File: src/rtl/control_cmd_dispatch_if.sv
// Byte-stream and handler handshake bundle between the UART front-end and the control handlers.
// The master drives received bytes and handler done flags; the slave is the command dispatcher.
interface control_cmd_dispatch_if;
  logic [7:0] rx_data;
  logic       rx_valid;
  logic [7:0] cmd_data;
  logic       wd_enable;
  logic       wd_done;
  logic       br_enable;
  logic       br_done;
  logic       busy;
  logic       cmd_error;
  logic       handler_abort;

  modport master (
    output rx_data, rx_valid, wd_done, br_done,
    input  cmd_data, wd_enable, br_enable, busy, cmd_error, handler_abort
  );

  modport slave (
    input  rx_data, rx_valid, wd_done, br_done,
    output cmd_data, wd_enable, br_enable, busy, cmd_error, handler_abort
  );
endinterface

File: src/rtl/control_cmd_dispatch.sv
// Opcode-driven command router: forwards payload bytes to the watchdog or brightness handler,
// waits for that handler's done, and aborts commands that stall longer than TIMEOUT_TICKS.
module control_cmd_dispatch #(
  parameter int unsigned WATCHDOG_SIGNATURE_BITS = 32,
  parameter logic [7:0]  OPCODE_WATCHDOG         = 8'h57,
  parameter logic [7:0]  OPCODE_BRIGHTNESS       = 8'h42,
  parameter int unsigned BRIGHTNESS_BYTES        = 1,
  parameter int unsigned TIMEOUT_TICKS           = 100000
) (
  input logic                   clk,
  input logic                   reset,
  control_cmd_dispatch_if.slave bus
);

  localparam int unsigned WdBytes  = WATCHDOG_SIGNATURE_BITS / 8;
  localparam int unsigned MaxBytes = (WdBytes > BRIGHTNESS_BYTES) ? WdBytes : BRIGHTNESS_BYTES;
  localparam int unsigned RemW     = $clog2(MaxBytes + 1);
  localparam int unsigned TimerW   = $clog2(TIMEOUT_TICKS + 1);

  localparam logic [RemW-1:0]   WdLen     = RemW'(WdBytes);
  localparam logic [RemW-1:0]   BrLen     = RemW'(BRIGHTNESS_BYTES);
  localparam logic [TimerW-1:0] TimerLast = TimerW'(TIMEOUT_TICKS - 1);
  localparam logic [TimerW-1:0] TimerMax  = TimerW'(TIMEOUT_TICKS);

  typedef enum logic [1:0] {StIdle, StPayload, StWaitDone} state_e;

  state_e              state_q;
  logic                sel_wd_q;
  logic [RemW-1:0]     rem_q;
  logic [TimerW-1:0]   timer_q;
  logic [7:0]          cmd_data_q;
  logic                wd_en_q;
  logic                br_en_q;
  logic                busy_q;
  logic                err_q;
  logic                abort_q;

  logic                timer_hit;
  logic [TimerW-1:0]   timer_inc;
  logic                sel_done;

  // The cycle that would bring the count to TIMEOUT_TICKS is the one that fires the abort.
  assign timer_hit = (timer_q >= TimerLast);
  assign timer_inc = (timer_q == TimerMax) ? timer_q : timer_q + TimerW'(1);
  assign sel_done  = sel_wd_q ? bus.wd_done : bus.br_done;

  always_ff @(posedge clk) begin
    if (reset) begin
      state_q    <= StIdle;
      sel_wd_q   <= 1'b0;
      rem_q      <= '0;
      timer_q    <= '0;
      cmd_data_q <= '0;
      wd_en_q    <= 1'b0;
      br_en_q    <= 1'b0;
      busy_q     <= 1'b0;
      err_q      <= 1'b0;
      abort_q    <= 1'b0;
    end else begin
      wd_en_q <= 1'b0;
      br_en_q <= 1'b0;
      err_q   <= 1'b0;
      abort_q <= 1'b0;
      case (state_q)
        StIdle: begin
          timer_q <= '0;
          if (bus.rx_valid) begin
            if (bus.rx_data == OPCODE_WATCHDOG) begin
              sel_wd_q <= 1'b1;
              rem_q    <= WdLen;
              state_q  <= StPayload;
              busy_q   <= 1'b1;
            end else if (bus.rx_data == OPCODE_BRIGHTNESS) begin
              sel_wd_q <= 1'b0;
              rem_q    <= BrLen;
              state_q  <= StPayload;
              busy_q   <= 1'b1;
            end else begin
              err_q <= 1'b1;
            end
          end
        end
        StPayload: begin
          // An arriving byte wins over a coincident timeout.
          if (bus.rx_valid) begin
            cmd_data_q <= bus.rx_data;
            wd_en_q    <= sel_wd_q;
            br_en_q    <= ~sel_wd_q;
            rem_q      <= rem_q - RemW'(1);
            timer_q    <= '0;
            if (rem_q == RemW'(1)) begin
              state_q <= StWaitDone;
            end
          end else if (timer_hit) begin
            err_q   <= 1'b1;
            abort_q <= 1'b1;
            timer_q <= '0;
            state_q <= StIdle;
            busy_q  <= 1'b0;
          end else begin
            timer_q <= timer_inc;
          end
        end
        StWaitDone: begin
          if (bus.rx_valid) begin
            err_q <= 1'b1;
          end
          if (sel_done) begin
            timer_q <= '0;
            state_q <= StIdle;
            busy_q  <= 1'b0;
          end else if (timer_hit) begin
            err_q   <= 1'b1;
            abort_q <= 1'b1;
            timer_q <= '0;
            state_q <= StIdle;
            busy_q  <= 1'b0;
          end else begin
            timer_q <= timer_inc;
          end
        end
        default: begin
          state_q <= StIdle;
          busy_q  <= 1'b0;
        end
      endcase
    end
  end

  assign bus.cmd_data      = cmd_data_q;
  assign bus.wd_enable     = wd_en_q;
  assign bus.br_enable     = br_en_q;
  assign bus.busy          = busy_q;
  assign bus.cmd_error     = err_q;
  assign bus.handler_abort = abort_q;

endmodule

File: src/flat_wrapper.sv
// flat-port wrapper written by rule: the top's interface ports become plain ports
module control_cmd_dispatch_flat 
#(
  parameter int unsigned WATCHDOG_SIGNATURE_BITS = 32,
  parameter logic [7:0]  OPCODE_WATCHDOG         = 8'h57,
  parameter logic [7:0]  OPCODE_BRIGHTNESS       = 8'h42,
  parameter int unsigned BRIGHTNESS_BYTES        = 1,
  parameter int unsigned TIMEOUT_TICKS           = 100000
)
  (clk, reset, bus_rx_data, bus_rx_valid, bus_wd_done, bus_br_done, bus_cmd_data, bus_wd_enable, bus_br_enable, bus_busy, bus_cmd_error, bus_handler_abort);
  control_cmd_dispatch_if bus_i ();
  input logic clk;
  input logic reset;
  input wire logic [$bits(bus_i.rx_data)-1:0] bus_rx_data;
  input wire logic [$bits(bus_i.rx_valid)-1:0] bus_rx_valid;
  input wire logic [$bits(bus_i.wd_done)-1:0] bus_wd_done;
  input wire logic [$bits(bus_i.br_done)-1:0] bus_br_done;
  output wire logic [$bits(bus_i.cmd_data)-1:0] bus_cmd_data;
  output wire logic [$bits(bus_i.wd_enable)-1:0] bus_wd_enable;
  output wire logic [$bits(bus_i.br_enable)-1:0] bus_br_enable;
  output wire logic [$bits(bus_i.busy)-1:0] bus_busy;
  output wire logic [$bits(bus_i.cmd_error)-1:0] bus_cmd_error;
  output wire logic [$bits(bus_i.handler_abort)-1:0] bus_handler_abort;
  assign bus_i.rx_data = bus_rx_data;
  assign bus_i.rx_valid = bus_rx_valid;
  assign bus_i.wd_done = bus_wd_done;
  assign bus_i.br_done = bus_br_done;
  assign bus_cmd_data = bus_i.cmd_data;
  assign bus_wd_enable = bus_i.wd_enable;
  assign bus_br_enable = bus_i.br_enable;
  assign bus_busy = bus_i.busy;
  assign bus_cmd_error = bus_i.cmd_error;
  assign bus_handler_abort = bus_i.handler_abort;
  control_cmd_dispatch #(.WATCHDOG_SIGNATURE_BITS(WATCHDOG_SIGNATURE_BITS), .OPCODE_WATCHDOG(OPCODE_WATCHDOG), .OPCODE_BRIGHTNESS(OPCODE_BRIGHTNESS), .BRIGHTNESS_BYTES(BRIGHTNESS_BYTES), .TIMEOUT_TICKS(TIMEOUT_TICKS)) u_core (.clk(clk), .reset(reset), .bus(bus_i));
endmodule
File: config.mk
export PLATFORM = sky130hd
export DESIGN_NAME = control_cmd_dispatch_flat
export DESIGN_NICKNAME = d
export VERILOG_FILES = /design/src/rtl/control_cmd_dispatch_if.sv /design/src/rtl/control_cmd_dispatch.sv /design/src/flat_wrapper.sv
export SDC_FILE = /design/constraint.sdc
export NUM_CORES = 1
export LEC_CHECK = 0
export BUFFER_PORTS_ARGS = -buffer_cell sky130_fd_sc_hd__buf_2
export CAP_MARGIN = 20
export CORE_MARGIN = 2
export CORE_UTILIZATION = 35
export CTS_BUF_LIST = sky130_fd_sc_hd__clkbuf_4 sky130_fd_sc_hd__clkbuf_8
export DETAILED_ROUTE_END_ITERATION = 6
export PLACE_DENSITY = 0.57
export SETUP_SLACK_MARGIN = 0.2
export SLEW_MARGIN = 40
export SYNTH_ARGS = -nofsm -noshare
export SYNTH_HDL_FRONTEND = slang
export SYNTH_SLANG_ARGS = --single-unit
File: constraint.sdc
create_clock -name clk -period 2.34 [get_ports clk]
set_input_delay 0.117 -clock clk [delete_from_list [all_inputs] [get_ports clk]]
set_output_delay 0.117 -clock clk [all_outputs]
set_load 0.02 [all_outputs]
==> results.json <==
{
  "grt_usage": 0.1649,
  "swShare": 0.2407,
  "routedWlPerCell_um": 13.08,
  "area_growth_pct": 32.79,
  "fin_util": 0.4743,
  "slew_headroom": 0.6716,
  "die_w_um": 78.27,
  "min_period_over_period": 0.8795,
  "synth_cells": 248,
  "yosysWarnings": 0,
  "dp_slack_ns": -0.02636,
  "route.detailed.drc": 0,
  "clkSinkCount": 36,
  "die_y_um": 78.27,
  "cp-end-kind": "register",
  "p_seq_frac": 0.480,
  "synth.distinct_cells": 45,
  "io_buffers": 25,
  "grt_pass1_wl_um": 8217,
  "gp_congestion": 0.8417,
  "p_int_mw": 0.9878,
  "final_cell_mix": "40 x nand2_1, 34 x buf_4, 29 x dfxtp_1",
  "synth-main-ff-cell": "dfxtp_1",
  "antenna_left": 0,
  "cts_made_buffers": 5,
  "status": "finished clean",
  "num-nets-final": 327,
  "dp_hpwl_um": 3515,
  "die_area_um2": 6126,
  "combinationalPowerShare": 0.097,
  "mappedNetlistNets": 269,
  "antenna_found_initial": 0,
  "boundaryPins": 26,
  "rsz0062_at_grt": "true",
  "cts_tree": "yes",
  "crit_type": "register to register",
  "finalClockSkew_ns": 0.009038,
  "fin_setup_tns_ns": 0,
  "gr-total-overflow": 0,
  "drive_gt1_frac": 0.2997,
  "hold_class": "input port to register",
  "first_pass_iters": 4,
  "vias": 1960,
  "power.leakage_nw": 0.9823,
  "root_buffer": "clkbuf_8",
  "finalSetupViolations": 0,
  "synth_edf_count": 0,
  "ys_async_sr_fraction": 0,
  "critPathArrivalTime_ns": 2.27,
  "finalHoldViolCount": 0,
  "initial_core_util": 0.3572,
  "synth.avg_cell_area_um2": 7.785,
  "timing_max_transition_violations_final": 0,
  "drt-total-wl_um": 4958,
  "worstPathMaxFanout": 6,
  "ir_drop_uv": 367.2,
  "core-area_um2": 5405,
  "grt_pass1_vias": 1843,
  "max_freq_mhz": 485.9,
  "dr.first_iter.drc_count": 77,
  "insertion_delay_ns": 0.29,
  "clkPwrFrac": 0.423,
  "cts_hold_buf": 0,
  "ys_ff_latch": 36,
  "grt_max_degree": 22,
  "ys_seq_area_frac": 0.3733,
  "diodes": 0,
  "startpoint_type": "register",
  "tightest_slew_ns": 0.4862,
  "cp_data_required_time_ns": 2.55,
  "hold_ws_ns": 0.07286,
  "cap_violations": 0,
  "place_inst": 366,
  "clk_pin_slew_ns": 0.08,
  "setup_ws_ns": 0.2820,
  "netlist_area_um2": 1931,
  "p_per_area_nw_per_um2": 507.4,
  "post-route-min-period_ns": 2.058,
  "vias_per_cell": 5.172,
  "power.switching_mw": 0.3132,
  "placementRows": 27,
  "htreeDepth": 2,
  "layout_commonest_cell": "nand2_1",
  "cts_buffer_depth": 2,
  "instances_no_fill": 379
}
==> cell type report <==
type	count	area [um^2]
multi-input cells	188	1180
clock buffers	5	68.82
flip-flops and latches	36	734.5
well taps	72	90.09
fillers	543	2841
inverters	15	56.30
clock inverters	3	42.54
repair buffers	60	391.6
==> registers in the layout, summed over array words and instances (netlist names) <==
name	flops
u_core.rem_q	3
u_core.bus.handler_abort	1
u_core.bus.cmd_data	8
u_core.sel_wd_q	1
u_core.timer_q	17
u_core.state_q	2
u_core.bus.wd_enable	1
u_core.bus.br_enable	1
u_core.bus.busy	1
u_core.bus.cmd_error	1
==> power groups by stage <==
stage	Sequential (mW)	Combinational, mW	Clock, mW
2_1_floorplan	0.649	0.0608	0
3_3_place_gp	0.640	0.122	0
3_5_place_dp	0.640	0.122	0
4_1_cts	0.626	0.122	0.567
5_1_grt	0.626	0.141	0.584
6_report	0.624	0.127	0.550
==> Yosys cell counts, types with 6 or more instances <==
library cell | number | area (um^2)
nand2_1 | 40 | 150.1
dfxtp_1 | 36 | 720.7
a21oi_1 | 27 | 135.1
inv_1 | 15 | 56.30
nor2_1 | 13 | 48.80
o21ai_0 | 13 | 65.06
nand3_1 | 10 | 50.05
nand4_1 | 10 | 62.56
ha_1 | 8 | 100.1
a31oi_1 | 7 | 43.79
and2_1 | 6 | 37.54
o21a_1 | 6 | 45.04
==> layer usage <==
metal	share of wire	wire (um)	track usage	up-vias
met4	0.0069	34	0.04737	0
li1	-	-	-	1012
met1	0.46	2302	0.2018	908
met5	0	0	0	-
met2	0.48	2385	0.2862	35
met3	0.048	236	0.04138	5
==> what timing repair did <==
item | 4_1_cts | 5_1_grt
pin swaps | 1 | 5
hold endpoints to repair | 0 | 0
setup buffers | 3 | 2
setup endpoints to repair | 14 | 4
gates resized for setup | 3 | 20
==> metrics by stage <==
| step | total power, mW | instance area [um^2] |
|---|---|---|
| global placement | 0.7623 | 2328 |
| floorplan | 0.7100 | 1931 |
| detailed placement | 0.7619 | 2328 |
| finish | 1.301 | 2564 |
| global route | 1.352 | 2564 |
| CTS | 1.315 | 2476 |
==> logic make-up (layout without fill, tap and decap cells) <==
| logic type | count (synthesis) | after routing | share of synthesized area |
|---|---|---|---|
| simple gates | 108 | 108 | 0.2839 |
| compound gates | 68 | 68 | 0.2197 |
| flops | 36 | 36 | 0.3733 |
| buf+inv | 24 | 83 | 0.05120 |
| fa+ha+maj | 8 | 8 | 0.05185 |
| mux | 3 | 3 | 0.01555 |
| xor+xnor | 1 | 1 | 0.004537 |
==> worst max-delay path, cell delays in order, from the launching register on <==
cell     delay [ns]
dfxtp_1        0.35
buf_4          0.15
nand4_1        0.20
nor3_2         0.29
and2_1         0.26
nand4_1        0.15
or4_1          0.48
mux2i_1        0.12
==> final timing paths <==
| kind | startpoint | end | slack, ns | depth (start not counted) |
|---|---|---|---|---|
| setup / recovery | u_core.timer_q[4] | u_core.timer_q[14] | 0.28 | 7 |
| hold / removal | bus_rx_data[7] | u_core.bus.cmd_data[7] | 0.07 | 3 |
| setup reg to reg | u_core.timer_q[4] | u_core.timer_q[14] | 0.28 | 7 |
| hold reg to reg | u_core.bus.cmd_data[2] | u_core.bus.cmd_data[2] | 0.46 | 2 |
(Power assumes the default switching activity.)
